[config.mk]
export PLATFORM = sky130hd
export DESIGN_NAME = arbiter_axi_4_w
export DESIGN_NICKNAME = d
export VERILOG_FILES = /design/src/rtl/axi4_pkg.sv /design/src/rtl/fixed_prio_arb.sv /design/src/rtl/arbiter_axi_4_w.sv
export SDC_FILE = /design/constraint.sdc
export NUM_CORES = 1
export LEC_CHECK = 0
export BUFFER_PORTS_ARGS = -buffer_cell sky130_fd_sc_hd__buf_2
export CAP_MARGIN = 15
export CELL_PAD_IN_SITES_DETAIL_PLACEMENT = 0
export CELL_PAD_IN_SITES_GLOBAL_PLACEMENT = 2
export CORE_AREA = 5 5 178 180
export CTS_CLUSTER_SIZE = 14
export DETAILED_ROUTE_END_ITERATION = 10
export DIE_AREA = 0 0 183 185
export GPL_TIMING_DRIVEN = 0
export PLACE_DENSITY = 0.78
export SETUP_SLACK_MARGIN = 0.02
export SLEW_MARGIN = 20
export SYNTH_ARGS = -nofsm -noshare
export SYNTH_HDL_FRONTEND = slang
export SYNTH_SLANG_ARGS = --single-unit
[constraint.sdc]
create_clock -name clk -period 2.98 [get_ports clk]
set_input_delay 0.298 -clock clk [delete_from_list [all_inputs] [get_ports clk]]
set_output_delay 0.298 -clock clk [all_outputs]
set_load 0.02 [all_outputs]
[src/rtl/axi4_pkg.sv]
// axi4_pkg: AXI4 response/burst encodings and arbiter grant states shared by the read and write arbiters
package axi4_pkg;
  localparam logic [1:0] AXI_RESP_OKAY   = 2'b00;
  localparam logic [1:0] AXI_RESP_EXOKAY = 2'b01;
  localparam logic [1:0] AXI_RESP_SLVERR = 2'b10;
  localparam logic [1:0] AXI_RESP_DECERR = 2'b11;
  localparam logic [1:0] AXI_BURST_FIXED = 2'b00;
  localparam logic [1:0] AXI_BURST_INCR  = 2'b01;
  localparam logic [1:0] AXI_BURST_WRAP  = 2'b10;
  typedef enum logic [1:0] {
    GNT_IDLE = 2'b00,
    GNT_M0   = 2'b01,
    GNT_M1   = 2'b10
  } gnt_e;
endpackage

[src/rtl/fixed_prio_arb.sv]
// fixed_prio_arb: one-hot grant to the lowest-index active request
module fixed_prio_arb #(
  parameter int N = 2
) (
  input  logic [N-1:0] req,
  output logic [N-1:0] gnt
);
  assign gnt = req & -req;
endmodule

[src/rtl/arbiter_axi_4_w.sv]
// arbiter_axi_4_w: two-master fixed-priority AXI4 write arbiter (AW/W/B), one transaction in flight
module arbiter_axi_4_w
  import axi4_pkg::*;
#(
  parameter int AXI_DATA_WIDTH = 64,
  parameter int AXI_ADDR_WIDTH = 32,
  parameter int AXI_STRB_WIDTH = AXI_DATA_WIDTH / 8,
  parameter int AXI_ID_WIDTH   = 4,
  parameter int AXI_USER_WIDTH = 1
) (
  input  logic                      clk,
  input  logic                      rst,
  input  logic [AXI_ID_WIDTH-1:0]   M0_AXI_AWID,
  input  logic [AXI_ADDR_WIDTH-1:0] M0_AXI_AWADDR,
  input  logic [7:0]                M0_AXI_AWLEN,
  input  logic [2:0]                M0_AXI_AWSIZE,
  input  logic [1:0]                M0_AXI_AWBURST,
  input  logic                      M0_AXI_AWLOCK,
  input  logic [3:0]                M0_AXI_AWCACHE,
  input  logic [2:0]                M0_AXI_AWPROT,
  input  logic [3:0]                M0_AXI_AWQOS,
  input  logic [3:0]                M0_AXI_AWREGION,
  input  logic [AXI_USER_WIDTH-1:0] M0_AXI_AWUSER,
  input  logic                      M0_AXI_AWVALID,
  output logic                      M0_AXI_AWREADY,
  input  logic [AXI_DATA_WIDTH-1:0] M0_AXI_WDATA,
  input  logic [AXI_STRB_WIDTH-1:0] M0_AXI_WSTRB,
  input  logic                      M0_AXI_WLAST,
  input  logic [AXI_USER_WIDTH-1:0] M0_AXI_WUSER,
  input  logic                      M0_AXI_WVALID,
  output logic                      M0_AXI_WREADY,
  output logic [AXI_ID_WIDTH-1:0]   M0_AXI_BID,
  output logic [1:0]                M0_AXI_BRESP,
  output logic [AXI_USER_WIDTH-1:0] M0_AXI_BUSER,
  output logic                      M0_AXI_BVALID,
  input  logic                      M0_AXI_BREADY,
  input  logic [AXI_ID_WIDTH-1:0]   M1_AXI_AWID,
  input  logic [AXI_ADDR_WIDTH-1:0] M1_AXI_AWADDR,
  input  logic [7:0]                M1_AXI_AWLEN,
  input  logic [2:0]                M1_AXI_AWSIZE,
  input  logic [1:0]                M1_AXI_AWBURST,
  input  logic                      M1_AXI_AWLOCK,
  input  logic [3:0]                M1_AXI_AWCACHE,
  input  logic [2:0]                M1_AXI_AWPROT,
  input  logic [3:0]                M1_AXI_AWQOS,
  input  logic [3:0]                M1_AXI_AWREGION,
  input  logic [AXI_USER_WIDTH-1:0] M1_AXI_AWUSER,
  input  logic                      M1_AXI_AWVALID,
  output logic                      M1_AXI_AWREADY,
  input  logic [AXI_DATA_WIDTH-1:0] M1_AXI_WDATA,
  input  logic [AXI_STRB_WIDTH-1:0] M1_AXI_WSTRB,
  input  logic                      M1_AXI_WLAST,
  input  logic [AXI_USER_WIDTH-1:0] M1_AXI_WUSER,
  input  logic                      M1_AXI_WVALID,
  output logic                      M1_AXI_WREADY,
  output logic [AXI_ID_WIDTH-1:0]   M1_AXI_BID,
  output logic [1:0]                M1_AXI_BRESP,
  output logic [AXI_USER_WIDTH-1:0] M1_AXI_BUSER,
  output logic                      M1_AXI_BVALID,
  input  logic                      M1_AXI_BREADY,
  output logic [AXI_ID_WIDTH-1:0]   S_AXI_AWID,
  output logic [AXI_ADDR_WIDTH-1:0] S_AXI_AWADDR,
  output logic [7:0]                S_AXI_AWLEN,
  output logic [2:0]                S_AXI_AWSIZE,
  output logic [1:0]                S_AXI_AWBURST,
  output logic                      S_AXI_AWLOCK,
  output logic [3:0]                S_AXI_AWCACHE,
  output logic [2:0]                S_AXI_AWPROT,
  output logic [3:0]                S_AXI_AWQOS,
  output logic [3:0]                S_AXI_AWREGION,
  output logic [AXI_USER_WIDTH-1:0] S_AXI_AWUSER,
  output logic                      S_AXI_AWVALID,
  input  logic                      S_AXI_AWREADY,
  output logic [AXI_DATA_WIDTH-1:0] S_AXI_WDATA,
  output logic [AXI_STRB_WIDTH-1:0] S_AXI_WSTRB,
  output logic                      S_AXI_WLAST,
  output logic [AXI_USER_WIDTH-1:0] S_AXI_WUSER,
  output logic                      S_AXI_WVALID,
  input  logic                      S_AXI_WREADY,
  input  logic [AXI_ID_WIDTH-1:0]   S_AXI_BID,
  input  logic [1:0]                S_AXI_BRESP,
  input  logic [AXI_USER_WIDTH-1:0] S_AXI_BUSER,
  input  logic                      S_AXI_BVALID,
  output logic                      S_AXI_BREADY
);
  localparam int AWW = AXI_ID_WIDTH + AXI_ADDR_WIDTH + 29 + AXI_USER_WIDTH;
  localparam int WW  = AXI_DATA_WIDTH + AXI_STRB_WIDTH + 1 + AXI_USER_WIDTH;
  localparam int BW  = AXI_ID_WIDTH + 2 + AXI_USER_WIDTH;
  gnt_e grant;
  logic [1:0] nxt;
  logic aw_done, w_done, g0, g1;
  logic [AWW-1:0] m0_aw, m1_aw;
  logic [WW-1:0] m0_w, m1_w;
  logic [BW-1:0] s_b;
  assign g0 = grant == GNT_M0;
  assign g1 = grant == GNT_M1;
  fixed_prio_arb #(.N(2)) u_arb (
    .req({M1_AXI_AWVALID | M1_AXI_WVALID, M0_AXI_AWVALID | M0_AXI_WVALID}),
    .gnt(nxt)
  );
  assign m0_aw = {M0_AXI_AWID, M0_AXI_AWADDR, M0_AXI_AWLEN, M0_AXI_AWSIZE, M0_AXI_AWBURST, M0_AXI_AWLOCK,
                  M0_AXI_AWCACHE, M0_AXI_AWPROT, M0_AXI_AWQOS, M0_AXI_AWREGION, M0_AXI_AWUSER};
  assign m1_aw = {M1_AXI_AWID, M1_AXI_AWADDR, M1_AXI_AWLEN, M1_AXI_AWSIZE, M1_AXI_AWBURST, M1_AXI_AWLOCK,
                  M1_AXI_AWCACHE, M1_AXI_AWPROT, M1_AXI_AWQOS, M1_AXI_AWREGION, M1_AXI_AWUSER};
  assign m0_w = {M0_AXI_WDATA, M0_AXI_WSTRB, M0_AXI_WLAST, M0_AXI_WUSER};
  assign m1_w = {M1_AXI_WDATA, M1_AXI_WSTRB, M1_AXI_WLAST, M1_AXI_WUSER};
  assign s_b = {S_AXI_BID, S_AXI_BRESP, S_AXI_BUSER};
  assign {S_AXI_AWID, S_AXI_AWADDR, S_AXI_AWLEN, S_AXI_AWSIZE, S_AXI_AWBURST, S_AXI_AWLOCK, S_AXI_AWCACHE,
          S_AXI_AWPROT, S_AXI_AWQOS, S_AXI_AWREGION, S_AXI_AWUSER} = g0 ? m0_aw : g1 ? m1_aw : '0;
  assign {S_AXI_WDATA, S_AXI_WSTRB, S_AXI_WLAST, S_AXI_WUSER} = g0 ? m0_w : g1 ? m1_w : '0;
  assign S_AXI_AWVALID = (g0 & M0_AXI_AWVALID | g1 & M1_AXI_AWVALID) & ~aw_done;
  assign S_AXI_WVALID = (g0 & M0_AXI_WVALID | g1 & M1_AXI_WVALID) & ~w_done;
  assign S_AXI_BREADY = g0 & M0_AXI_BREADY | g1 & M1_AXI_BREADY;
  assign M0_AXI_AWREADY = g0 & S_AXI_AWREADY & ~aw_done;
  assign M1_AXI_AWREADY = g1 & S_AXI_AWREADY & ~aw_done;
  assign M0_AXI_WREADY = g0 & S_AXI_WREADY & ~w_done;
  assign M1_AXI_WREADY = g1 & S_AXI_WREADY & ~w_done;
  assign M0_AXI_BVALID = g0 & S_AXI_BVALID;
  assign M1_AXI_BVALID = g1 & S_AXI_BVALID;
  assign {M0_AXI_BID, M0_AXI_BRESP, M0_AXI_BUSER} = g0 ? s_b : '0;
  assign {M1_AXI_BID, M1_AXI_BRESP, M1_AXI_BUSER} = g1 ? s_b : '0;
  // a B handshake only releases once both address and last data beat have been accepted
  always_ff @(posedge clk) begin
    if (rst || !(g0 || g1 || grant == GNT_IDLE)) begin
      grant <= GNT_IDLE;
      aw_done <= 1'b0;
      w_done <= 1'b0;
    end else if (grant == GNT_IDLE || (S_AXI_BVALID && S_AXI_BREADY && aw_done && w_done)) begin
      grant <= gnt_e'(nxt);
      aw_done <= 1'b0;
      w_done <= 1'b0;
    end else begin
      if (S_AXI_AWVALID && S_AXI_AWREADY) aw_done <= 1'b1;
      if (S_AXI_WVALID && S_AXI_WREADY && S_AXI_WLAST) w_done <= 1'b1;
    end
  end
endmodule

After elaboration in Yosys (flattened, before gate mapping)

Index checks and enable logic that the tools add are counted.

Flip-flop bits (word level): 4
Bits in writable memories: 0
Memory bits (read-only): 0
Memories kept: 0
Latch bits: 0
Input port bits: 298

$lt $le $gt $ge: 0
Equality and inequality tests: 2
Div/mod/pow operators: 0
Add/sub/neg operators: 1
Shift operators: 0
Mux-type cells: 6
Multipliers: 0
Bitwise logic cells: 26
Reductions and logical operators: 13

Operators with widths:

| kind                 | count |
|---|---|
| $mux W74             | 2 |
| $mux W66             | 2 |
| $and A1 B1 Y1        | 18 |
| $mux W7              | 2 |
| $logic_and A1 B1 Y1  | 6 |
| $or A1 B1 Y1         | 5 |
| $logic_or A1 B1 Y1   | 4 |
| $and A2 B2 Y2        | 1 |
| $eq A2 B1 Y1 const B | 1 |
| $eq A2 B2 Y1 const B | 1 |
| $logic_not A2 Y1     | 1 |
| $neg A2 Y2           | 1 |
| $not A1 Y1           | 2 |
| $reduce_or A2 Y1     | 1 |
| $logic_not A1 Y1     | 1 |

Longest topological paths before layout

Gate-level depths: netlist of the first run.

Word-level depth: 8
Gate-level depth with buffers: 5
Gate-level depth less buffers: 3

By module

Synthesis of the first run repeated with hierarchy kept, for this count alone.

Cells, all modules: 238
Area, all modules: 1875.5 µm²

By module, submodules not included:

| module          | area each (µm²) | cells an instance | times used |
|---|---|---|---|
| arbiter_axi_4_w | 1854.3          | 236               | 1 |
| fixed_prio_arb  | 21.3            | 2                 | 1 |

Worst setup path after synthesis of the first run

No wires, ideal clock.

Kind: reg2out
Start point: reg grant[0]
End point: out S_AXI_WDATA[52]
Stages on the path, launching flop included: 6
Arrival: 1.206 ns
Data required time: 2.682 ns
Path slack: 1.476 ns
Path buffers: 3
Cell sequence: dfxtp_1 > nor2b_1 > buf_2 > buf_2 > buf_2 > a22o_1

Cells in the longest elaborated chain, start to end: 3

Ends and longest elaborated chain:

| element                  | RTL line               | text |
|---|---|---|
| start: declaration       | arbiter_axi_4_w.sv:89  | `gnt_e grant;` |
| start signal: assignment | arbiter_axi_4_w.sv:129 | `grant <= gnt_e'(nxt);` |
| $eq A2 B2 Y1             | arbiter_axi_4_w.sv:96  | `assign g1 = grant == GNT_M1;` |
| $mux W74                 | arbiter_axi_4_w.sv:110 | `assign {S_AXI_WDATA, S_AXI_WSTRB, S_AXI_WLAST, S_AXI_WUSER} = g0 ? m0_w : g1 ? m1_w : '0;` |
| $mux W74 (*)             | arbiter_axi_4_w.sv:110 |  |
| end: declaration         | arbiter_axi_4_w.sv:74  | `output logic [AXI_DATA_WIDTH-1:0] S_AXI_WDATA,` |

Mark *: on every way between the ends. The rest lies on a longest branch, timed or not.

Worst setup path in the final report of the first run

Start point: reg grant[0]
End point: out S_AXI_WDATA[2]

Same word-level chain as after synthesis.

==> metrics.csv, run 1 <==
metric,value,unit
busiest_layer,met2,
worst_pin_slew,0.568,ns
reg2reg_slack,1.66,ns
ctsRootBufferMaster,clkbuf_16,
grt_pass1_vias,4116,
grt_util_met2,17.6,%
crit_path_start,grant[0],
final.setup.tns,0,ns
drv_slew,0,
crit_chain,"nor2b_1, buf_2, buf_2, buf_2, a22o_1, buf_2",
path_class,register to output pin,
core,30000,um^2
gr-usage-met1,11.7,%
die_x,183,um
ir_drop,0.106,mV
critPathArrivalTime,2.06,ns
worst-path-max-fanout,10,
fin_nets,999,
first_pass_iters,4,
htreeDepth,1,
ys_seq_elements,4,
grt_pass1_wl,25.2,mm
leakage,0.00280,uW
seq_area_frac_synth,4.39,%
layout_common_cells,"buf_2, a22o_1, and2_1, nor2_1, clkbuf_1",
min_period,2.35,ns
post_drt_wl_per_cell,17.5,um
finalHoldViolations,0,
drive_gt1_share,71.0,%
use_met3,1.92,%
cts_tree,yes,
ctsHoldBuffers,0,
yosysWarningCount,0,
reg2reg_from,grant[0],
placementRows,64,
avgViaCountPerCell,3.70,
synth_cell_types,24,
antenna_found_initial,1,
gp_congestion,0.865,
worst_path_most_repeated_cell,buf_2,
hold_path.class,primary input to register,
rsz0062_at_grt,no,
pin_count,461,
path_clk_slew,0.03,ns
final_antenna_net_count,0,
multiInputGateArea,1570,um^2
cp_slowest_cell,buf_2,
drt-initial-drc-count,116,
start_util,6.08,%
critPathCaptureType,output pin,
worstPathRequired,2.68,ns
finClkSkew,0.000720,ns
totalPowerFinal,1190,uW
synth_area,1830,um^2
nFillCells,3497,
max_cap_viol_count,0,
status,"complete, no violations",
drt_wl_total,19.2,mm
syn_area_per_cell,7.74,um^2
dieHeight,185,um
synthToLayoutAreaGrowth,158,%
grt-ovfl-total,0,
clkLatencyLatePin,0.22,ns
setup_viol,0,
synth_nets,534,
cts.sinks,4,
reg2reg_depth,5,
clock.fmax,0.425,GHz
regArea,80.1,um^2
portBuffers,460,
fin_crit_sh,79.0,%
dp.final_hpwl,17.3,mm
r2r_end,grant[0],
cpPeakStageDelay,0.36,ns
cts_buffers,3,
drc,0,
grt_max_degree,11,
start_kind,register,
crit_end,S_AXI_WDATA[2],
relSlewSlack,62.1,%
post-route-util,15.7,%
syn-instance-count,236,
post_cts_buffers,0,
cts.repair.resized,0,
cts_max_path_buffers,2,
mostFrequentLayoutCell,buf_2,
track_usage,9.70,%
cellPowerDensity,252,nW/um^2
vias,4058,
dieArea,33900,um^2
[layer usage]
layer / wire, um / part of all wire (%) / up-vias
met3: 1930 / 10 / 23
li1: - / - / 1915
met4: 533 / 2.8 / 0
met5: 0 / 0 / -
met1: 7360 / 38 / 1820
met2: 9350 / 49 / 300
[layout make-up]
class | instances | share of cell area (%)
repair buffers | 460 | 49.0
diodes | 1 | 0.0532
well taps | 396 | 10.5
multi-input cells | 194 | 33.3
flip-flops and latches | 4 | 1.70
plain buffers | 36 | 3.67
clock buffers | 3 | 1.60
inverters | 2 | 0.160
[state kept, by name, indices dropped and copies added, names as in the netlist]
register  cells
grant         2
aw_done       1
w_done        1
[power breakdown]
part	leakage, uW	internal, uW	total (uW)	switching, uW
combinational	0.00273	394	920	526
sequential	0.0000327	56.2	58.2	2.05
clock	0.0000370	171	207	35.6
total	0.00280	621	1190	564
[worst min-delay path by stage]
stage,startpoint,to,cells past startpoint
2_1_floorplan,rst,grant[0],1
3_3_place_gp,rst,grant[0],2
3_5_place_dp,rst,grant[0],2
4_1_cts,rst,grant[0],2
5_1_grt,rst,grant[0],2
6_report,rst,grant[0],2
[stage by stage]
| step | cells | cell area, um^2 | worst slack, ns | hold WS (ns) |
|---|---|---|---|---|
| 2_1_floorplan | 236 | 1830 | 1.48 | 0.367 |
| 3_3_place_gp | 1092 | 4620 | 0.752 | 0.516 |
| 3_5_place_dp | 1092 | 4620 | 0.761 | 0.524 |
| 4_1_cts | 1095 | 4700 | 0.523 | 0.295 |
| 5_1_grt | 1096 | 4700 | 0.417 | 0.301 |
| 6_report | 1096 | 4700 | 0.626 | 0.290 |
[logic make-up after synthesis]
kind of cell           share of synthesized area, %
buffers and inverters                          9.87
DFF                                            4.39
and+or+nand+nor                                14.8
AOI/OAI and AO/OA                              70.9
[worst max-delay path, delay by kind of cell (launching register included)]
kind	cells	cell delay, ns
buffers and inverters	4	1.05
DFF	1	0.35
AOI/OAI and AO/OA	1	0.27
and+or+nand+nor	1	0.13
[cell usage after synthesis, drive strengths merged]
| cell type | number | share of area (%) |
|---|---|---|
| a31oi | 2 | 0.69 |
| a22oi | 2 | 0.82 |
| and3b | 1 | 0.48 |
| a22o | 139 | 67 |
| or2 | 1 | 0.34 |
| a21boi | 1 | 0.41 |
| o21ai | 1 | 0.27 |
| nor2 | 7 | 1.4 |
| inv | 2 | 0.41 |
| a21oi | 3 | 0.82 |
| or4 | 2 | 0.82 |
| nor2b | 2 | 0.69 |
| nand4b | 2 | 0.96 |
| nand4 | 1 | 0.34 |
| buf | 30 | 8.2 |
| o221a | 2 | 1.2 |
| clkbuf | 6 | 1.2 |
| nand3b | 4 | 1.6 |
| dfxtp | 4 | 4.4 |
| nand3 | 1 | 0.27 |
| or4b | 1 | 0.55 |
| nand2b | 4 | 1.4 |
| nand2 | 2 | 0.41 |
| and2 | 16 | 5.5 |
No activity file was read; power rests on OpenSTA's default activity.
==> inputs of run 2 (changes only) <==
- ABC_AREA: unset -> 1
- CORE_AREA: 5 5 178 180 -> 5 5 174 176
- DIE_AREA: 0 0 183 185 -> 0 0 179 181
- PLACE_DENSITY: 0.78 -> 0.82
- clock period: 2.98 -> 2.3 ns (I/O delays scaled with it)
==> metrics.csv, run 2 <==
metric,value,unit
ys_seq_elements,4,
synth-edff-count,0,
post_drt_wl_per_cell,15.8,um
synthToLayoutAreaGrowth,168,%
synth_cell_types,16,
cp_slowest_cell,dfxtp_1,
first_pass_iters,4,
dieArea,32400,um^2
yosys-top-cells-count,"a22o_1, nor2_1, buf_2",
vias,3986,
antenna_found_initial,3,
grt_pass1_wl,22.9,mm
design_area,4680,um^2
drv_slew,0,
core,28500,um^2
grt_pass1_vias,3825,
dieHeight,181,um
stdcell_count,1097,
min_period,2.18,ns
seq_area_frac_synth,4.59,%
status,"complete, no violations",
hold_path.class,primary input to register,
post-route-util,16.4,%
synth_most_common_cell,a22o_1,
worst_pin_slew,0.473,ns
final_antenna_net_count,0,
ir_drop,0.237,mV
drive_gt1_share,69.5,%
setup_viol,0,
pin_count,461,
largest_reg_flops,2,
place_inst,1090,
synth_area,1750,um^2
fin_nets,1012,
relSlewSlack,68.5,%
avgViaCountPerCell,3.63,
drt_wl_total,17.3,mm
async_flop_share,0,%
placementRows,62,
critPathArrivalTime,1.95,ns
cts.sinks,4,
ctsRootBufferMaster,clkbuf_16,
synthFlopType,dfxtp_1,
dp.final_hpwl,15.6,mm
cellPowerDensity,355,nW/um^2
die_x,179,um
yosysWarningCount,0,
clock.fmax,0.459,GHz
reg2reg_slack,0.88,ns
path_class,register to output pin,
cts_tree,yes,
finClkSkew,0.00125,ns
track_usage,9.08,%
drt-initial-drc-count,131,
cts_buffers,3,
start_util,6.13,%
regMostFlops,grant,
synth_nets,544,
fin_crit_sh,94.8,%
yosys.area.top_type,a22o_1,
path_clk_slew,0.03,ns
clkLatencyLatePin,0.22,ns
grt-ovfl-total,0,
grt_max_degree,15,
start_kind,register,
htreeDepth,1,
reg_top3,"grant: 2 flops, aw_done: 1 flops, w_done: 1 flops",
netlist.area_leader.share,69.7,%
portBuffers,460,
layout_common_cells,"buf_2, a22o_1, nor2_1, nand2_1, inv_1",
worstPathRequired,2.07,ns
synthTopCellsByArea,"a22o_1, buf_2, nor2_1",
cts_max_path_buffers,2,
final.setup.tns,0,ns
finalHoldViolations,0,
cpPeakStageDelay,0.44,ns
rsz0062_at_grt,no,
max_cap_viol_count,0,
critPathCaptureType,output pin,
syn-instance-count,246,
ctsHoldBuffers,0,
gp_congestion,0.899,
drc,0,
syn_area_per_cell,7.10,um^2
placed_area,4530,um^2
leakage,0.00285,uW
crit_chain,"inv_2, nor2_4, buf_4, clkbuf_4, a22o_1, buf_2",
mostFrequentLayoutCell,buf_2,
worst-path-max-fanout,10,
## run 2: cell types whose count changed after synthesis, moves of 3 or more
cell	previous run	this run
nand2_1	2	16
nor2_1	7	23
buf_1	0	7
nand3b_1	4	1
a21oi_1	3	6
and2_1	16	0
nand2b_1	4	0
inv_2	0	3
buf_2	30	20
inv_1	2	14
## run 2: path summary, 6_finish.rpt
path,from,to,depth (start not counted)
worst max register to register,grant[0],w_done,7
worst min-delay path,S_AXI_AWREADY,aw_done,3
worst min register to register,w_done,w_done,2
worst max-delay path,grant[0],S_AXI_WDATA[59],6
## run 2: layout make-up
class / count / area, um^2
Tap cell: 384 / 480
Timing Repair Buffer: 464 / 2360
Clock buffer: 3 / 75.1
Sequential cell: 4 / 80.1
Buffer: 30 / 160
Fill cell: 3316 / 23800
Multi-Input combinational cell: 194 / 1460
Inverter: 17 / 63.8
Antenna cell: 1 / 2.50
## run 2: cells by family after synthesis
logic type / after synthesis / share of synthesized area [%]
buffers and inverters: 48 / 11.8
AOI/OAI and AO/OA: 146 / 71.8
DFF: 4 / 4.59
and+or+nand+nor: 48 / 11.9
## run 2: worst max-delay path, delay by kind of cell (launching register included)
family                 cells  cell delay (ns)
buffers and inverters      4             0.82
DFF                        1             0.44
AOI/OAI and AO/OA          1             0.25
and+or+nand+nor            1             0.20
## run 2: report_power, final
group | total [uW] | switching, uW | internal (uW)
combinational | 1310 | 752 | 561
clock | 269 | 47.2 | 222
sequential | 79.3 | 5.89 | 73.4
## run 2: repair_timing
| item | in CTS | in global routing |
|---|---|---|
| pin swaps | 1 | 1 |
| gates resized for setup | 4 | 6 |
| buffers inserted | 2 | 2 |
| gates cloned | 0 | 0 |
| endpoints found under the setup margin | 84 | 8 |
## run 2: metal layers
layer	up-vias	track usage (%)	part of all wire (%)
met5	-	0	0
met3	8	1.21	9.6
met2	250	17.1	50
met1	1809	11.2	39
li1	1919	-	-
met4	0	1.14	1.2
## run 2: per-stage QoR
stage	setup WS, ns	hold WS [ns]	total power, uW
after global routing	0.0333	0.283	1760
final	0.119	0.263	1660
after floorplan	0.686	0.375	772
after detailed placement	-0.0114	0.490	1380
after CTS	0.0135	0.262	1670
after global placement	-0.00210	0.488	1380
